===== src/rtl/pipe_hazard_ctrl.sv =====
// Hazard and sequencing controller for the 5-stage RV32 pipeline.
// Generates the PC / IF/ID load enables, the IF flush, the ID-stage stall and
// flush selects, and the whole-pipe hold used while the data memory is busy.
// Three events are handled: load-use (one bubble), redirects resolved in EX
// (1 + REDIRECT_BUBBLES flush cycles) and data-memory wait states (freeze,
// with a sticky timeout flag and a stall-cycle counter).
module pipe_hazard_ctrl #(
  parameter int unsigned REDIRECT_BUBBLES = 1,
  parameter int unsigned MEM_TIMEOUT      = 255
) (
  input  logic        clk,
  input  logic        rst_n,
  input  logic        idex_mem_read,
  input  logic [4:0]  idex_rd,
  input  logic [4:0]  ifid_rs1,
  input  logic [4:0]  ifid_rs2,
  input  logic        ifid_use_rs1,
  input  logic        ifid_use_rs2,
  input  logic        ex_redirect,
  input  logic        dmem_req,
  input  logic        dmem_ready,
  output logic        pc_write,
  output logic        ifid_write,
  output logic        if_flush,
  output logic        stall,
  output logic        id_flush,
  output logic        pipe_hold,
  output logic        mem_timeout,
  output logic [31:0] stall_cycles
);

  typedef enum logic [1:0] {
    RUN      = 2'd0,
    REDIRECT = 2'd1,
    MEM_WAIT = 2'd2
  } state_t;

  localparam logic [2:0]  BUBBLES = 3'(REDIRECT_BUBBLES);
  localparam logic [15:0] WAIT_MAX = 16'(MEM_TIMEOUT);

  state_t      state;
  state_t      ret_state;
  state_t      eff_state;
  logic [2:0]  bcnt;
  logic [15:0] wcnt;
  logic [15:0] wcnt_nxt;
  logic        mw;
  logic        lu;
  logic        rs1_hit;
  logic        rs2_hit;

  // Saturating increment for the wait counter.
  function automatic logic [15:0] sat_inc16(input logic [15:0] v,
                                            input logic [15:0] lim);
    sat_inc16 = (v >= lim) ? lim : v + 16'd1;
  endfunction

  // Saturating increment for the performance counter.
  function automatic logic [31:0] sat_inc32(input logic [31:0] v);
    sat_inc32 = (v == 32'hFFFF_FFFF) ? v : v + 32'd1;
  endfunction

  // Hazard detection and the state the release cycle behaves as.
  always_comb begin
    mw       = dmem_req & ~dmem_ready;
    rs1_hit  = ifid_use_rs1 & (ifid_rs1 == idex_rd);
    rs2_hit  = ifid_use_rs2 & (ifid_rs2 == idex_rd);
    lu       = idex_mem_read & (idex_rd != 5'd0) & (rs1_hit | rs2_hit);
    wcnt_nxt = sat_inc16(wcnt, WAIT_MAX);
    // While frozen, the controller acts as the state it left; ret_state is
    // only ever RUN or REDIRECT.
    eff_state = (state == MEM_WAIT) ? ret_state : state;
  end

  // Output decode: reset force, then mw > ex_redirect > REDIRECT > load-use.
  always_comb begin
    pc_write   = 1'b1;
    ifid_write = 1'b1;
    if_flush   = 1'b0;
    stall      = 1'b0;
    id_flush   = 1'b0;
    pipe_hold  = 1'b0;
    if (!rst_n) begin
      pc_write   = 1'b0;
      ifid_write = 1'b0;
      if_flush   = 1'b1;
      id_flush   = 1'b1;
    end else if (mw) begin
      pc_write   = 1'b0;
      ifid_write = 1'b0;
      pipe_hold  = 1'b1;
    end else if (ex_redirect) begin
      if_flush = 1'b1;
      id_flush = 1'b1;
    end else if (eff_state == REDIRECT) begin
      // ID already holds a bubble, so load-use is irrelevant here.
      if_flush = 1'b1;
    end else if (lu) begin
      pc_write   = 1'b0;
      ifid_write = 1'b0;
      stall      = 1'b1;
    end
  end

  // Sequencing state, bubble and wait counters, sticky timeout flag.
  always_ff @(posedge clk or negedge rst_n) begin
    if (!rst_n) begin
      state       <= RUN;
      ret_state   <= RUN;
      bcnt        <= 3'd0;
      wcnt        <= 16'd0;
      mem_timeout <= 1'b0;
    end else if (mw) begin
      // Freeze: remember where we came from; ex_redirect is not latched
      // because EX is held and will present it again on release.
      state <= MEM_WAIT;
      if (state != MEM_WAIT) begin
        ret_state <= state;
      end
      wcnt <= wcnt_nxt;
      if (wcnt_nxt == WAIT_MAX) begin
        mem_timeout <= 1'b1;
      end
    end else begin
      wcnt <= 16'd0;
      if (ex_redirect) begin
        if (BUBBLES != 3'd0) begin
          state <= REDIRECT;
          bcnt  <= BUBBLES;
        end else begin
          state <= RUN;
        end
      end else if (eff_state == REDIRECT) begin
        bcnt <= bcnt - 3'd1;
        if (bcnt == 3'd1) begin
          state <= RUN;
        end else begin
          state <= REDIRECT;
        end
      end else begin
        state <= RUN;
      end
    end
  end

  // Count every cycle in which the PC does not advance.
  always_ff @(posedge clk or negedge rst_n) begin
    if (!rst_n) begin
      stall_cycles <= 32'd0;
    end else if (!pc_write) begin
      stall_cycles <= sat_inc32(stall_cycles);
    end
  end

endmodule


===== config.mk =====
export PLATFORM = sky130hd
export DESIGN_NAME = pipe_hazard_ctrl
export DESIGN_NICKNAME = d
export VERILOG_FILES = /design/src/rtl/pipe_hazard_ctrl.sv
export SDC_FILE = /design/constraint.sdc
export NUM_CORES = 1
export LEC_CHECK = 0
export CORE_ASPECT_RATIO = 1.25
export CORE_MARGIN = 2
export CORE_UTILIZATION = 31
export CTS_CLUSTER_SIZE = 30
export DETAILED_ROUTE_END_ITERATION = 8
export MAX_ROUTING_LAYER = met4
export PLACE_DENSITY = 0.62
export SETUP_SLACK_MARGIN = 0.1
export SLEW_MARGIN = 20
export SYNTH_ARGS = -nofsm -noshare
export SYNTH_HDL_FRONTEND = slang
export SYNTH_SLANG_ARGS = --single-unit

===== constraint.sdc =====
create_clock -name clk -period 2.18 [get_ports clk]
set_input_delay 0.218 -clock clk [delete_from_list [all_inputs] [get_ports clk]]
set_output_delay 0.218 -clock clk [all_outputs]
set_load 0.05 [all_outputs]

== After elaboration in Yosys (flattened, before gate mapping) ==
Index checks and enable logic that the tools add are counted.

* $add $sub $neg: 3
* Order comparisons: 1
* Equality and inequality tests: 8
* Muxes and demuxes: 28
* Bitwise operators: 10
* Reductions and logical operators: 6

{| class="wikitable"
|+ Operators by type and width
! operator !! count
|-
| 32-bit by 1-bit adder with 32-bit output (second input constant) || 1
|-
| 32-bit equality test (second input constant) || 1
|-
| 16-bit two-way mux || 2
|-
| 1-bit two-way mux || 20
|-
| 16-bit by 1-bit adder with 16-bit output (second input constant) || 1
|-
| 16-bit by 8-bit equality test with 1-bit output (second input constant) || 1
|-
| 16-bit by 8-bit >= comparator with 1-bit output (second input constant) || 1
|-
| 5-bit equality test || 2
|-
| 2-bit two-way mux || 4
|-
| 2-bit AND reduction || 4
|-
| 3-bit two-way mux || 2
|-
| 1-bit bitwise AND || 5
|-
| 5-bit nonzero test || 1
|-
| 1-bit NOT || 4
|-
| 3-bit by 1-bit equality test with 1-bit output (second input constant) || 1
|-
| 3-bit by 1-bit subtractor with 3-bit output (second input constant) || 1
|-
| 2-bit by 1-bit equality test with 1-bit output (second input constant) || 1
|-
| 2-bit equality test (second input constant) || 1
|-
| 2-bit != test (second input constant) || 1
|-
| 2-bit nonzero test || 1
|-
| 1-bit bitwise OR || 1
|}

* Register bits after elaboration: 56
* Input bits: 23
* Output and inout port bits: 39

== Logic depth before layout (Yosys ltp) ==
* Depth after elaboration: 11
* Depth in mapped cells: 9

== Worst setup path before layout ==
Ideal clock, no wire load.

* Kind: register to register
* From: register stall_cycles[0]
* To: register stall_cycles[12]
* Arrival time: 2,261 ps
* Data required time: 2,032 ps
* Slack: -229 ps
* Cell stages (with the launch flop): 10
* Buffers on the path: 2
* Period minus slack after synthesis: 2,409 ps
* Cells stage by stage: dfrtp_1 -> ha_1 -> nand3_1 -> or2_2 -> buf_2 -> nor3_4 -> a21o_1 -> buf_6 -> nor3_1 -> xor2_1

* Cells in the longest elaborated chain, start to end: 3
* Elaborated cells between the ends (all ways): 4
* Those cells by class: 1 x add/sub; 1 x eq/ne; 1 x bitwise; 1 x reduce/logical

{| class="wikitable"
|+ Ends and longest elaborated chain
! item !! line !! RTL
|-
| from (decl) || 29 || <nowiki>output logic [31:0] stall_cycles</nowiki>
|-
| from (signal assigned) || 151 || <nowiki>stall_cycles <= sat_inc32(stall_cycles);</nowiki>
|-
| parallel branches: the longest is 3 deep, another holds 32-bit by 1-bit adder with 32-bit output || n/a ||
|}

Parallel ways; which one is timed is not known.
A chain may end at the register's enable or synchronous reset.

== Worst setup path in the final report ==
* From: register ret_state[0]
* To: register stall_cycles[10]

* Cells in the longest elaborated chain, start to end: 8

{| class="wikitable"
|+ Ends and longest elaborated chain
! item !! line !! RTL
|-
| from (decl) || 42 || <nowiki>state_t ret_state;</nowiki>
|-
| from (signal assigned) || 118 || <nowiki>ret_state <= state;</nowiki>
|-
| 2-bit two-way mux || 72 || <nowiki>eff_state = (state == MEM_WAIT) ? ret_state : state;</nowiki>
|-
| 2-bit by 1-bit equality test with 1-bit output || 95 || <nowiki>end else if (eff_state == REDIRECT) begin</nowiki>
|-
| 1-bit two-way mux || 95 ||
|-
| 1-bit two-way mux || 92 || <nowiki>end else if (ex_redirect) begin</nowiki>
|-
| 1-bit two-way mux || 88 || <nowiki>end else if (mw) begin</nowiki>
|-
| 1-bit two-way mux || 83 || <nowiki>if (!rst_n) begin</nowiki>
|-
| 1-bit NOT (no source line) || n/a ||
|-
| 2-bit AND reduction (no source line) || n/a ||
|}

No other way between the ends.

==> results.md <==
* Post-Synth XOR/XNOR Area at 0.144
* DP HPWL at 4420 um
* Actual slew at the worst max-slew pin at 0.735 ns
* Worst VDD drop at 608 uV
* Pre-Repair DR Iteration Count at 4
* Max Slew Vio Count at 0
* Crit path launch: ret_state[0]
* CTS buffer count at 5
* Clock slew at reported path FFs at 0.11 ns
* Largest net degree at the start of global routing at 60
* Setup CP Type: reg2reg
* Max Clk Rate at between 0.4 and 0.5 GHz
* Net Switching at between 1000 and 1500 uW
* Wire length of the first global-routing pass at between 10,000 and 15,000 um
* CTS tree: done
* CTS Hold Bufs at 0
* Lkg Pwr at 0.00161 uW
* Clock Power Share at 0.197
* Final setup fails at 0
* Final Routed Wirelength at between 6000 and 7000 um
* Layout Nets at 378
* Setup TNS at 0 ns
* Synth Flop Type: dfrtp_1
* Arrival @ worst endpoint at 2.24 ns
* Max Cap Viol at 0
* Most frequent cells in the layout: clkdlybuf4s50_1 (47), nand2_1 (37), dfrtp_1 (36)
* Synth area leader: dfrtp_1
* Period Utilization, post-route at 0.935
* EDFF count, synth at 0
* Synth cell types at 45
* Number of global-route vias before repair at 2,211
* Simple-gate share of the synthesized area at 0.224
* Commonest non-fill, non-tap cell in the layout: clkdlybuf4s50_1
* Yosys reg bits at 56
* Die height at 108 um
* Initial antenna violation count at 0
* Syn avg cell area at 10.5 um^2
* Area share of fa/ha/maj cells after synthesis at 0.0187
* FP Rows at 37
* Grt total ovfl at 0
* Final Cell Area at around 3900 um^2
* Placeable Area at around 8300 um^2
* Vias per cell at 4.86
* Initial Util at 0.321
* ANT nets after route at 0
* Worst reg2reg path startpoint: ret_state[0]
* Worst reg2reg setup slack at 0.14 ns
* Synth top area cells: dfrtp_1 (52%), xnor2_1 (8.8%), xor2_1 (5.6%)
* WP data required at 2.38 ns
* Area fraction of the dominant cell type after synthesis at 0.523
* Combinational power share at 0.353
* Vias at ~2,200
* IO Port Bufs at 61
* Net Sw Frac at 0.385
* Synth Area in Compound Gates at 0.0645
* Setup crit end kind: flop
* IO Count at 62
* GRT Total Usage at 0.142
* Clock Latency Late Sink at ~0.31 ns
* YS warnings at 0
* Root buffer cell: clkbuf_8
* Syn Std Cell Area at 2680 um^2
* Die X at 87.1 um
* DRC at 0
* Min Tclk post-route at 2.04 ns
* Share of the yosys chip area belonging to registers at 0.523
* Largest family of logic cells by synthesized area: simple AND/OR/NAND/NOR gates
* Slew HR at 0.510
* Ant diodes at 0
* Placement Cell Area at 3630 um^2
* Die area at 9400 um^2
* DRT iter0 DRCs at 86
* Layout cells sized above 1 at 0.256
* Mux cell area share after synthesis at 0.00421
* Mapped Cells at 254
* Hold/Removal Path Class: in2async
* RSZ-0062 raised after global routing: yes
* Area delta synth->final at 45.4%
* Routability cong. at 0.845
* Internal Power at around 1900 uW
* Outcome: completed
* Critical-path maximum fanout at 7
* H-tree levels at 2
* # clock sinks at 56
* Final hold violation count at 0
* Clock Path Buffers at 2
* Worst Skew at 0.0154 ns
* Startpoint types: flop
* Routed len/inst at 13.5 um
* Reg power frac at 0.450
* Fraction of registers with async set/reset at 1.00
* P per Cell Area at approximately 780 nW/um^2
[per-stage QoR]
stage               cells  hold slack (ns)  worst slack, ns   util  total power (uW)
finish                449           0.0728            0.141  0.467              3040
global route          449            0.131           0.0700  0.467              3210
CTS                   441           0.0884            0.108  0.451              3040
detailed placement    430            0.440           -0.272  0.436              2420
global placement      430            0.440           -0.258  0.436              2400
floorplan             261          -0.0776            0.103      -              2020
[path summary, 6_finish.rpt]
check	end	cells after the start
worst max register to register	stall_cycles[10]	9
worst min register to register	stall_cycles[10]	1
min in group clk	stall_cycles[10]	1
worst min-delay path	stall_cycles[11]	2
worst max-delay path	stall_cycles[10]	9
max in group asynchronous	stall_cycles[3]	2
[routing by layer]
metal	up-vias	routed length, um	track usage
met3	9	164	0.0299
met5	-	0	-
met1	1081	2690	0.178
met4	0	89	0.0341
met2	32	3130	0.237
li1	1059	-	-
[registers in the layout (all words and copies together) (netlist names)]
name,count
wcnt,16
ret_state,2
bcnt,3
state,2
stall_cycles,32
mem_timeout,1
[synthesized netlist by cell type (2+ instances only)]
| master | number |
|---|---|
| o21ai_0 | 5 |
| xor2_1 | 17 |
| dfrtp_1 | 56 |
| nor2_1 | 13 |
| or3_1 | 2 |
| nor3_1 | 6 |
| xnor2_1 | 27 |
| and4_1 | 2 |
| ha_1 | 4 |
| nand2b_1 | 3 |
| inv_1 | 7 |
| and2_1 | 2 |
| a31oi_1 | 2 |
| nand4_1 | 12 |
| nor3b_1 | 2 |
| and3_1 | 5 |
| nand2_1 | 37 |
| nand3_1 | 9 |
| a21oi_1 | 12 |
| nor4_1 | 6 |
[kinds of logic (layout without fill, tap and decap cells)]
logic type	Yosys count	after routing
simple gates	110	110
compound gates	27	27
mux	1	1
buf+inv	11	102
xor+xnor	44	44
flops	56	56
other cells	1	8
fa+ha+maj	4	4
[repair_timing]
item	CTS	global route
pin swaps	3	10
buffers inserted	3	8
gates resized for setup	9	19
endpoints found under the setup margin	12	21
[cell type report]
type | instances | area, um^2
clock inverter | 3 | 26.3
timing repair buffer | 87 | 863
clock buffer | 5 | 68.8
sequential | 56 | 1430
inverter | 7 | 26.3
multi-input combinational | 194 | 1360
fill | 801 | 4440
tap | 97 | 121
[power by group through the flow]
stage / clock network (uW) / registers [uW] / logic, uW
2_1_floorplan: 0 / 1720 / 301
3_3_place_gp: 0 / 1400 / 1010
3_5_place_dp: 0 / 1400 / 1020
4_1_cts: 624 / 1380 / 1030
5_1_grt: 670 / 1390 / 1150
6_report: 600 / 1370 / 1080
[worst max-delay path, cell delays in order, from the launching register on]
cell      delay [ns]
dfrtp_1         0.39
nor4bb_1        0.14
a211o_1         0.28
nor2_4          0.13
a21oi_4         0.08
buf_4           0.15
a21o_1          0.18
buf_6           0.14
or3_4           0.33
xnor2_1         0.13
(Power assumes the default switching activity.)
